### src/rtl/fetch_scheduler_pkg.sv
// rtl/fetch_scheduler_pkg.sv - shared compute-unit types for the fetch scheduler
package fetch_scheduler_pkg;

    localparam int unsigned ArbRoundRobin = 0;
    localparam int unsigned ArbGreedy     = 1;

    // Field widths are upper bounds; instances zero-extend into them.
    localparam int unsigned FetchPcMax      = 64;
    localparam int unsigned FetchMaskMax    = 64;
    localparam int unsigned FetchSubwarpMax = 8;
    localparam int unsigned FetchWidMax     = 8;

    typedef struct packed {
        logic [FetchPcMax-1:0]      pc;
        logic [FetchMaskMax-1:0]    act_mask;
        logic [FetchSubwarpMax-1:0] subwarp_id;
        logic [FetchWidMax-1:0]     wid;
    } fetch_req_t;

endpackage

### src/rtl/fetch_scheduler_credit_counter.sv
// rtl/fetch_scheduler_credit_counter.sv - per-warp instruction-buffer credit counter
module fetch_credit_counter #(
    parameter int unsigned IbDepth = 4,
    localparam int unsigned CreditWidth = $clog2(IbDepth + 1)
) (
    input  logic                   clk_i,
    input  logic                   rst_i,
    input  logic                   dec_i,
    input  logic                   pop_i,
    input  logic                   ret_i,
    output logic [CreditWidth-1:0] credit_o
);

    // Two spare bits: one for the +2 headroom, one to expose underflow as the MSB.
    localparam int unsigned SumWidth = CreditWidth + 2;

    logic [CreditWidth-1:0] count_q, count_d;
    logic [SumWidth-1:0]    sum;

    always_comb begin
        sum = SumWidth'(count_q) + SumWidth'(pop_i) + SumWidth'(ret_i) - SumWidth'(dec_i);
        if (sum[SumWidth-1]) begin
            count_d = '0;
        end else if (sum > SumWidth'(IbDepth)) begin
            count_d = CreditWidth'(IbDepth);
        end else begin
            count_d = sum[CreditWidth-1:0];
        end
    end

    always_ff @(posedge clk_i) begin
        if (rst_i) begin
            count_q <= CreditWidth'(IbDepth);
        end else begin
            count_q <= count_d;
        end
    end

    assign credit_o = count_q;

`ifndef SYNTHESIS
    credit_bounds_a: assert property (@(posedge clk_i) disable iff (rst_i)
        !sum[SumWidth-1] && sum <= SumWidth'(IbDepth));
`endif

endmodule

### src/rtl/fetch_scheduler.sv
// rtl/fetch_scheduler.sv - credit-gated warp arbiter feeding a single-entry fetch request register
module fetch_scheduler
    import fetch_scheduler_pkg::*;
#(
    parameter int unsigned PcWidth   = 32,
    parameter int unsigned NumWarps  = 8,
    parameter int unsigned WarpWidth = 32,
    parameter int unsigned IbDepth   = 4,
    parameter int unsigned GreedyArb = ArbRoundRobin,
    localparam int unsigned WidWidth       = (NumWarps > 1) ? $clog2(NumWarps) : 1,
    localparam int unsigned SubwarpIdWidth = (WarpWidth > 1) ? $clog2(WarpWidth) : 1,
    localparam int unsigned CreditWidth    = $clog2(IbDepth + 1)
) (
    input  logic                                     clk_i,
    input  logic                                     rst_i,
    input  logic [NumWarps-1:0]                      warp_ready_i,
    input  logic [NumWarps-1:0][PcWidth-1:0]         warp_pc_i,
    input  logic [NumWarps-1:0][WarpWidth-1:0]       warp_act_mask_i,
    input  logic [NumWarps-1:0][SubwarpIdWidth-1:0]  warp_subwarp_id_i,
    output logic [NumWarps-1:0]                      warp_selected_o,
    input  logic [NumWarps-1:0]                      ib_pop_i,
    input  logic [NumWarps-1:0]                      flush_i,
    input  logic                                     ic_ready_i,
    output logic                                     fe_valid_o,
    output logic [PcWidth-1:0]                       fe_pc_o,
    output logic [WarpWidth-1:0]                     fe_act_mask_o,
    output logic [WidWidth-1:0]                      fe_warp_id_o,
    output logic [SubwarpIdWidth-1:0]                fe_subwarp_id_o,
    output logic [NumWarps-1:0][CreditWidth-1:0]     credits_o
);

    logic                                 valid_q, valid_d;
    fetch_req_t                           req_q, req_d;
    logic [WidWidth-1:0]                  ptr_q, ptr_d;
    logic [WidWidth-1:0]                  last_q, last_d;
    logic [NumWarps-1:0][CreditWidth-1:0] credit;
    logic [NumWarps-1:0]                  eligible;
    logic [NumWarps-1:0]                  grant_dec;
    logic [NumWarps-1:0]                  flush_ret;
    logic                                 can_load;
    logic                                 grant;
    logic                                 grant_found;
    logic [WidWidth-1:0]                  grant_idx;
    logic [WidWidth-1:0]                  held_wid;
    logic                                 held_flush;
    logic                                 unused_req_bits;

    function automatic logic [WidWidth-1:0] wrap_add(input logic [WidWidth-1:0] base,
                                                     input int unsigned off);
        int unsigned sum;
        sum = 32'(base) + off;
        if (sum >= NumWarps) begin
            sum = sum - NumWarps;
        end
        return WidWidth'(sum);
    endfunction

    always_comb begin
        eligible = '0;
        for (int w = 0; w < NumWarps; w++) begin
            eligible[w] = warp_ready_i[w] && (credit[w] != '0) && !flush_i[w];
        end
    end

    // Descending scan so the warp closest to the pointer is the last (winning) assignment.
    always_comb begin
        grant_found = 1'b0;
        grant_idx   = '0;
        for (int unsigned i = NumWarps; i > 0; i--) begin
            if (eligible[wrap_add(ptr_q, i - 1)]) begin
                grant_found = 1'b1;
                grant_idx   = wrap_add(ptr_q, i - 1);
            end
        end
        if (GreedyArb == ArbGreedy && eligible[last_q]) begin
            grant_found = 1'b1;
            grant_idx   = last_q;
        end
    end

    assign held_wid   = req_q.wid[WidWidth-1:0];
    assign can_load   = !valid_q || ic_ready_i;
    assign grant      = can_load && grant_found && !rst_i;
    assign held_flush = valid_q && !ic_ready_i && flush_i[held_wid];

    always_comb begin
        warp_selected_o = '0;
        grant_dec       = '0;
        flush_ret       = '0;
        for (int w = 0; w < NumWarps; w++) begin
            grant_dec[w] = grant && (grant_idx == WidWidth'(w));
            flush_ret[w] = held_flush && (held_wid == WidWidth'(w));
        end
        warp_selected_o = grant_dec;
    end

    always_comb begin
        valid_d = valid_q;
        req_d   = req_q;
        ptr_d   = ptr_q;
        last_d  = last_q;
        if (valid_q && (ic_ready_i || flush_i[held_wid])) begin
            valid_d = 1'b0;
        end
        if (grant) begin
            valid_d          = 1'b1;
            req_d.pc         = FetchPcMax'(warp_pc_i[grant_idx]);
            req_d.act_mask   = FetchMaskMax'(warp_act_mask_i[grant_idx]);
            req_d.subwarp_id = FetchSubwarpMax'(warp_subwarp_id_i[grant_idx]);
            req_d.wid        = FetchWidMax'(grant_idx);
            ptr_d            = wrap_add(grant_idx, 1);
            last_d           = grant_idx;
        end
    end

    always_ff @(posedge clk_i) begin
        if (rst_i) begin
            valid_q <= 1'b0;
            req_q   <= '0;
            ptr_q   <= '0;
            last_q  <= '0;
        end else begin
            valid_q <= valid_d;
            req_q   <= req_d;
            ptr_q   <= ptr_d;
            last_q  <= last_d;
        end
    end

    for (genvar w = 0; w < NumWarps; w++) begin : g_credit
        fetch_credit_counter #(
            .IbDepth (IbDepth)
        ) u_credit (
            .clk_i    (clk_i),
            .rst_i    (rst_i),
            .dec_i    (grant_dec[w]),
            .pop_i    (ib_pop_i[w]),
            .ret_i    (flush_ret[w]),
            .credit_o (credit[w])
        );
    end

    assign fe_valid_o      = valid_q;
    assign fe_pc_o         = req_q.pc[PcWidth-1:0];
    assign fe_act_mask_o   = req_q.act_mask[WarpWidth-1:0];
    assign fe_warp_id_o    = req_q.wid[WidWidth-1:0];
    assign fe_subwarp_id_o = req_q.subwarp_id[SubwarpIdWidth-1:0];
    assign credits_o       = credit;
    assign unused_req_bits = ^req_q;

`ifndef SYNTHESIS
    sel_onehot_a: assert property (@(posedge clk_i) $onehot0(warp_selected_o));
    mask_nonzero_a: assert property (@(posedge clk_i) disable iff (rst_i)
        fe_valid_o |-> (fe_act_mask_o != '0));
`endif

endmodule

### config.mk
export PLATFORM = sky130hd
export DESIGN_NAME = fetch_scheduler
export DESIGN_NICKNAME = d
export VERILOG_FILES = /design/src/rtl/fetch_scheduler_pkg.sv /design/src/rtl/fetch_scheduler_credit_counter.sv /design/src/rtl/fetch_scheduler.sv
export SDC_FILE = /design/constraint.sdc
export NUM_CORES = 1
export LEC_CHECK = 0
export CAP_MARGIN = 20
export CORE_AREA = 3 3 268 270
export DETAILED_ROUTE_END_ITERATION = 12
export DIE_AREA = 0 0 271 273
export HOLD_SLACK_MARGIN = 0.03
export MAX_ROUTING_LAYER = met4
export PLACE_DENSITY = 0.44
export SLEW_MARGIN = 25
export SYNTH_ARGS = -nofsm -noshare
export SYNTH_HDL_FRONTEND = slang
export SYNTH_HIERARCHICAL = 1
export SYNTH_SLANG_ARGS = --single-unit
### constraint.sdc
create_clock -name clk_i -period 13.7 [get_ports clk_i]
set_clock_uncertainty 0.05 [all_clocks]
set_input_delay 4.11 -clock clk_i [delete_from_list [all_inputs] [get_ports clk_i]]
set_output_delay 4.11 -clock clk_i [all_outputs]
set_load 0.02 [all_outputs]
* After elaboration in Yosys (flattened, before gate mapping)
Index checks and enable logic that the tools add are counted.
Word-level totals: register bits after elaboration 100, input bits 579, output and inout bits 105, word-level logic and storage cells 240
Cells by class: $add $sub $neg 41, $lt $le $gt $ge 27, equal/unequal tests 14, mux-type cells 67, reductions and logical operators 69
Operator list (count):
- $bmux 32 s3 | 2
- $mux 3 | 33
- $mux 32 | 2
- $add 5x1->5 | 8
- $gt 5x3->1 const B | 8
- $lt 3x4->1 const B | 10
- $sub 5x1->5 | 8
- $logic_and 1x1->1 | 37
- $add 3x1->4 | 8
- $ge 4x4->1 const B | 8
- $bmux 1 s3 | 9
- $sub 3x1->3 const B | 9
- $eq 3x3->1 const B | 8
- $reduce_bool 3->1 | 8
- $reduce_or 3->1 | 8
- $mux 1 | 19
- $add 3x3->4 const B | 4
- $bmux 5 s3 | 1
- $eq 3x2->1 const B | 4
- $logic_not 1->1 | 11
- $add 3x1->4 const B | 2
- $add 3x2->4 const B | 2
- $eq 3x1->1 const B | 2
- $logic_not 3->1 | 2
- other kinds (4) | 5

* Longest topological paths before layout
Gate-level depths: netlist of the first run.
word-level depth 20, depth in mapped cells 26, depth with buffers taken out 20

* By module
The synthesis of the first run kept the hierarchy.
Modules (own cells, without submodules):
- fetch_scheduler | instances 1, cells each 1337, area an instance 9401.5 um2
- fetch_credit_counter | instances 8, cells each 35, area an instance 297.8 um2

* Worst setup path after synthesis of the first run
No wires, ideal clock.
path kind input to output, start point input flush_i[4], end point output warp_selected_o[2], arrival time 7161 ps, path slack 2379 ps, cell stages on the path 12, buffers on the path 3, cell sequence nand2b_1 > or2_2 > mux4_2 > o21a_1 > nor3b_1 > nand3_1 > a2111oi_2 > or3_1 > buf_2 > buf_2 > clkbuf_1 > nor4_1
Between the ends: longest elaborated chain between the ends 15, elaborated cells between the ends (all ways) 38, classes of those cells eq/ne (1); mux (32); reduce/logical (5)
RTL lines:
- from (decl) | line fetch_scheduler.sv:22 | input logic [NumWarps-1:0] flush_i,
- $logic_not 1->1 (*) | line fetch_scheduler.sv:61 | eligible[w] = warp_ready_i[w] && (credit[w] != '0) && !flush_i[w];
- $logic_and 1x1->1 (*) | line fetch_scheduler.sv:61
- branches (longest 12 deep; another with $bmux 1 s3)
- $logic_and 1x1->1 (*) | line fetch_scheduler.sv:91 | grant_dec[w] = grant && (grant_idx == WidWidth'(w));
- to (decl) | line fetch_scheduler.sv:20 | output logic [NumWarps-1:0] warp_selected_o,
Every way passes the cells marked *. The select of a mux whose other input is x is not followed.

* Final worst setup path of the first run
start point input flush_i[0], end point output warp_selected_o[3]
The elaborated chain is that of the path after synthesis.

==> summary.md, run 1 <==
| Metric | Value |
|---|---|
| Max_cap viols | 0 |
| Clock share of power | 5.4% |
| Final net count | 2815 |
| Cell mode on critical path | clkdlybuf4s50_1 |
| Post-synthesis xor/xnor area fraction | 1.412% |
| Final Hold Viols | 0 |
| R2R depth | 19 |
| Clock Path Buffers | 2 |
| Total track usage | 19.34% |
| CP Buf/Inv Count | 3 |
| Util after Layout | 28.20% |
| # Post-CTS Setup Buffers | 0 |
| Post-Syn Area per Cell | 7.287 um^2 |
| Pre-CTS WS | 1.212 ns |
| Switching power | 3.976 mW |
| Most frequent cells in the layout | clkdlybuf4s50_1, nand2_1, a211oi_1 |
| Crit path max fanout | 34 |
| Sw Ratio | 63.12% |
| Min-Delay Endpoint | fe_pc_o[24] |
| Io pins | 684 |
| Share of layout cells above drive strength 1 | 3.714% |
| Slowest cell on crit path | o32ai_1 |
| CP cell instances | clkdlybuf4s50_1 -> nand2b_1 -> o32ai_1 -> mux4_2 -> or2_1 -> o31ai_4 -> a31oi_4 -> buf_4 -> and2_4 -> nor2_1 -> ha_1 -> and2_1 -> clkdlybuf4s50_1 |
| Gate Count Post-Synth | 1617 |
| Max rail drop VDD | 479.6 uV |
| RD Place Congestion | 0.9644 |
| Sink Count | 100 |
| Hold WS | 0.4836 ns |
| Class of the worst hold path | register to register |
| RSZ-0062 raised after global routing | false |
| Post-layout min period | 12.46 ns |
| CTS resizes | 0 |
| Fin. max-slew vios | 0 |
| Clock Pin Slew Worst Setup and Hold Paths | 0.08 ns |
| Reg-to-reg startpoint | ptr_q[1] |
| Final WS setup | 1.240 ns |
| Drt via density | 4.823 |
| First-pass GRT wire length | 103200 um |
| Initial Util | 16.89% |
| Clk_lat worst skew | 0.38 ns |
| Die width | 271 um |
| Commonest non-fill, non-tap cell in the layout | clkdlybuf4s50_1 |
| CTS H-tree depth | 3 |
| CTS tree | yes |
| Final Cycle Share | 90.95% |
| Critical path endpoint category | output port |
| Post-DRT Antenna Nets | 0 |
| Critical Path Source Type | primary input |
| Core Area | 0.06979 mm^2 |
| Final cell count without fillers | 3139 |
| Post-synthesis register bit count | 100 |
| Lkg Pwr | 6.812 nW |
| Status | finished clean |
| F_max | 80.26 MHz |
| Relative slew slack | 32.71% |
| Global route overflow | 0 |
| Mapped Nets | 2256 |
| Final Cell Area | 0.01968 mm^2 |
| Total routed wirelength | 74320 um |
| Initial DRC count | 942 |
| Comb pwr share | 86.9% |
| CP peak stage delay | 0.55 ns |
| Synth Flop Type | dfxtp_1 |
| Multiplexer share of the synthesized area | 2.421% |
| Critical path data arrival time | 8.30 ns |
| Die ar. | 0.07398 mm^2 |
| Post-Synth Simple-Gate Area | 18.75% |
| Pwr Total | 6.299 mW |
| Synth Area in Compound Gates | 42.51% |
| R2r endpoint | g_credit[3].u_credit/credit_o[2] |
| Total negative setup slack | 0 ns |
| EDFF count, synth | 0 |
| Internal power | 2.323 mW |
| Area of placed instances | 0.01926 mm^2 |
| Initial antenna violation count | 18 |
| Post-synthesis adder-cell area fraction | 7.390% |
| Flop pwr share | 7.7% |
| First drt pass iteration count | 5 |
| Pwr/cell area | 320.1 mW/mm^2 |
| Residual DRC | 0 |
| I/O Buffers | 683 |
| Layout area overhead | 67.01% |
| Die H | 273 um |
| Synth cell types | 77 |
| Yosys warnings | 6 |
| Per-cell routed wire length | 23.68 um |
| Setup violators final | 0 |
| Largest family of logic cells by synthesized area | compound AO/OA/AOI/OAI gates |
| Largest net degree at the start of global routing | 160 |
| Cell family with most CP delay | buffers and inverters |
| Cell Rows | 97 |
| Synthesized area | 0.01178 mm^2 |
| Min-delay src | fe_pc_o[24] |
| Root Buffer | clkbuf_16 |
| Reg2Reg Setup Slack | 6.52 ns |
| Via count | 15139 |
| Seq/Total Area, Yosys | 16.99% |
| CTS Hold Buffers Added | 0 |
| Async SR Flop Fraction | 0% |
| Worst EP required | 9.54 ns |
| Placed Instances | 3105 |
| Post-DP HPWL | 58540 um |
| Cts bufs inserted | 9 |
| CP Class | primary input to output port |
| Worst-margin pin slew | 1.009 ns |
| Hold Path Stages | 3 |
| Vias in the first global route | 14685 |
[tightest hold or removal path, cell delays in order (launching register included)]
cell     delay, ns
dfxtp_1       0.31
inv_1         0.04
a21oi_1       0.05
o31a_1        0.09
[layer usage]
metal,GRT usage (%),wire (um),up-vias
met5,-,0,-
met4,5.721,1725,0
met3,5.777,5665,63
met2,31.23,35660,618
met1,23.23,31270,7310
li1,-,-,7148
[state kept, by name, summed over array words and instances (netlist names)]
register / cells
fe_act_mask_o: 32
fe_pc_o: 32
g_credit.u_credit/credit_o: 24
fe_subwarp_id_o: 5
fe_warp_id_o: 3
ptr_q: 3
fe_valid_o: 1
[worst max-delay path by stage]
stage / from / to / slack, ns / cells after the start
6_report: flush_i[0] / warp_selected_o[3] / 1.24 / 13
4_1_cts: flush_i[5] / warp_selected_o[3] / 1.21 / 13
2_1_floorplan: flush_i[4] / warp_selected_o[2] / 2.38 / 12
3_5_place_dp: flush_i[5] / warp_selected_o[3] / 1.21 / 13
5_1_grt: flush_i[0] / warp_selected_o[7] / 1.02 / 13
3_3_place_gp: flush_i[5] / warp_selected_o[3] / 1.19 / 13
[cells by family (layout without fill, tap and decap cells)]
group	count (synthesis)	count (layout)
adder cells (fa/ha/maj)	60	60
XOR/XNOR	19	19
buffers and inverters	282	846
multiplexers	17	17
other	0	18
flip-flops	100	100
AND/OR/NAND/NOR	489	489
AO/OA/AOI/OAI	650	650
[power by group through the flow]
stage	sequential (mW)	combinational, mW	clock, mW
6_report	0.486	5.47	0.342
5_1_grt	0.499	5.92	0.367
4_1_cts	0.488	5.50	0.364
3_5_place_dp	0.493	5.48	0
3_3_place_gp	0.490	5.45	0
2_1_floorplan	0.562	3.55	0
[cell usage after synthesis (43+ instances only)]
| cell type | instances | area [um^2] |
|---|---|---|
| buf_2 | 61 | 305.3 |
| a21oi_1 | 88 | 440.4 |
| a21boi_0 | 139 | 1044 |
| nand2_1 | 306 | 1149 |
| ha_1 | 44 | 550.5 |
| nor2_1 | 43 | 161.4 |
| dfxtp_1 | 100 | 2002 |
| a211oi_1 | 141 | 1059 |
| a311oi_1 | 138 | 1209 |
| inv_1 | 121 | 454.2 |
| clkbuf_1 | 78 | 292.8 |
| o31a_1 | 69 | 604.3 |
[final cells by class]
type                            instances  area [um^2]
Clock buffer                            9        225.2
Tap cell                              940         1176
Inverter                              124        466.7
Fill cell                            7551        50110
Antenna cell                           18        45.04
Timing Repair Buffer                  706         7032
Clock inverter                          7        145.1
Sequential cell                       100         2002
Multi-Input combinational cell       1235         8588
(Power assumes the default switching activity.)
==> run 2, diff against run 1 <==
--- a/config.mk
+++ b/config.mk
@@ -9,9 +9,11 @@
 export CORE_AREA = 3 3 268 270
 export DETAILED_ROUTE_END_ITERATION = 12
 export DIE_AREA = 0 0 271 273
+export DONT_BUFFER_PORTS = 1
 export HOLD_SLACK_MARGIN = 0.03
 export MAX_ROUTING_LAYER = met4
-export PLACE_DENSITY = 0.44
+export PLACE_DENSITY = 0.32
+export SKIP_CTS_REPAIR_TIMING = 1
 export SLEW_MARGIN = 25
 export SYNTH_ARGS = -nofsm -noshare
 export SYNTH_HDL_FRONTEND = slang
==> run 2 against run 1 <==
Net effect:
- global-route usage decreased by 2.1 points
- wire length shrank 11%
- die area is the same
- final cell count fell by 22%
- critical path depth decreased by 3
==> summary.md, run 2 (synthesis gave the netlist of run 1 again) <==
| Metric | Value |
|---|---|
| Clock Path Buffers | 2 (unchanged) |
| Die width | 271 um (unchanged) |
| Final Cycle Share | 87.37% (was 90.95%) |
| Core Area | 0.06979 mm^2 (unchanged) |
| Post-DP HPWL | 52640 um (was 58540 um) |
| Post-layout min period | 11.97 ns (was 12.46 ns) |
| Critical path endpoint category | output port (unchanged) |
| Met1 Use GR | 20.85% (was 23.23%) |
| Commonest non-fill, non-tap cell in the layout | nand2_1 (was clkdlybuf4s50_1) |
| First drt pass iteration count | 7 (was 5) |
| Residual DRC | 0 (unchanged) |
| F_max | 83.55 MHz (was 80.26 MHz) |
| Met3 Usage GRT | 5.066% (was 5.777%) |
| Fin. max-slew vios | 0 (unchanged) |
| First-pass GRT wire length | 90810 um (was 103200 um) |
| Die H | 273 um (unchanged) |
| CTS H-tree depth | 3 (unchanged) |
| Io pins | 684 (unchanged) |
| Root Buffer | clkbuf_16 (unchanged) |
| Vias in the first global route | 11995 (was 14685) |
| Status | finished clean (unchanged) |
| Crit path max fanout | 34 (unchanged) |
| Total routed wirelength | 66330 um (was 74320 um) |
| Largest net degree at the start of global routing | 164 (was 160) |
| Critical Path Source Type | primary input (unchanged) |
| Setup violators final | 0 (unchanged) |
| Relative slew slack | 30.37% (was 32.71%) |
| Critical path data arrival time | 7.81 ns (was 8.30 ns) |
| Initial DRC count | 834 (was 942) |
| Initial Util | 16.89% (unchanged) |
| Post-DRT Antenna Nets | 0 (unchanged) |
| Final Hold Viols | 0 (unchanged) |
| Cts bufs inserted | 9 (unchanged) |
| Total negative setup slack | 0 ns (unchanged) |
| Die ar. | 0.07398 mm^2 (unchanged) |
| Share of layout cells above drive strength 1 | 5.157% (was 3.714%) |
| Per-cell routed wire length | 27.05 um (was 23.68 um) |
| Via count | 12526 (was 15139) |
| Max_cap viols | 0 (unchanged) |
| Clk_lat worst skew | 0.39 ns (was 0.38 ns) |
| Total track usage | 17.21% (was 19.34%) |
| Most frequent cells in the layout | nand2_1, a211oi_1, a21boi_0 (was clkdlybuf4s50_1, nand2_1, a211oi_1) |
| Layout area overhead | 8.102% (was 67.01%) |
| Class of the worst hold path | register to register (unchanged) |
| CTS tree | yes (unchanged) |
| Gr busiest metal | met2 (unchanged) |
| RD Place Congestion | 0.9989 (was 0.9644) |
| Worst EP required | 9.54 ns (about the same) |
| Sink Count | 100 (unchanged) |
| Global route overflow | 0 (unchanged) |
| Initial antenna violation count | 21 (was 18) |
| Cell Rows | 97 (unchanged) |
| Clock Pin Slew Worst Setup and Hold Paths | 0.08 ns (about the same) |
| CP Class | primary input to output port (unchanged) |
| I/O Buffers | 0 (was 683) |
| Met2 usage | 27.70% (was 31.23%) |
| Final net count | 2127 (was 2815) |
| Worst-margin pin slew | 1.042 ns (was 1.009 ns) |
| RSZ-0062 raised after global routing | false (unchanged) |
| Drt via density | 5.108 (was 4.823) |
## run 2: cell types whose count changed in the layout (fill, tap and decap cells not counted)
cell and change:
a311oi_2 +2, clkinv_4 +2, clkinv_2 +2, clkdlybuf4s50_1 -682
diode_2 +1, bufinv_16 -4, clkbuf_8 +1, clkinvlp_4 -1
nor4_2 +1, a311oi_1 -2, buf_4 -6, clkbuf_1 +1
nor4_1 -1, inv_6 -1
## run 2: cell type report
cell class | instances | area, um^2
fill | 8003 | 57050
multi-input combinational | 1235 | 8607
sequential | 100 | 2002
tap | 940 | 1176
inverter | 124 | 466.7
clock buffer | 11 | 242.7
timing repair buffer | 18 | 160.2
antenna | 19 | 47.55
clock inverter | 5 | 36.28
## run 2: routing by layer
layer / wire length, um / up-vias / share of wire [%]
li1: - / 5771 / -
met1: 27690 / 6141 / 42
met2: 31680 / 554 / 48
met3: 5362 / 60 / 8.1
met4: 1595 / 0 / 2.4
met5: 0 / - / 0
## run 2: path summary, 6_finish.rpt
path	startpoint	slack (ns)	to	depth (start not counted)
worst min register to register	fe_act_mask_o[12]	0.60	fe_act_mask_o[12]	3
worst max register to register	ptr_q[1]	6.14	g_credit[4].u_credit/credit_o[2]	17
worst max-delay path	flush_i[5]	1.73	warp_selected_o[4]	10
worst min-delay path	fe_act_mask_o[12]	0.60	fe_act_mask_o[12]	3
## run 2: metrics by stage
stage	cell area (um^2)	util (%)	setup WS, ns	hold WS [ns]	instances
after CTS	12690	18.19	1.777	0.6050	2433
after global placement	12400	17.77	1.769	0.5864	2417
final	12740	18.25	1.731	0.6010	2452
after detailed placement	12410	17.79	1.792	0.5914	2417
after floorplan	11780	-	2.379	0.5547	1617
after global routing	12730	18.24	1.538	0.6192	2449
## run 2: worst max-delay path, cell delays in order
cell and delay [ns]:
nand2b_1 0.17, o32ai_1 0.65, a2111oi_0 0.24, a31o_2 0.28, a31o_2 0.25, a221oi_1 0.37
o31ai_1 0.16, nand2b_4 0.45, nand2_1 0.22, nor3b_1 0.88
Power of run 2 is left out: the tool's default activity adds up to more than one toggle a clock period on the data nets, which glitch-free logic cannot reach.
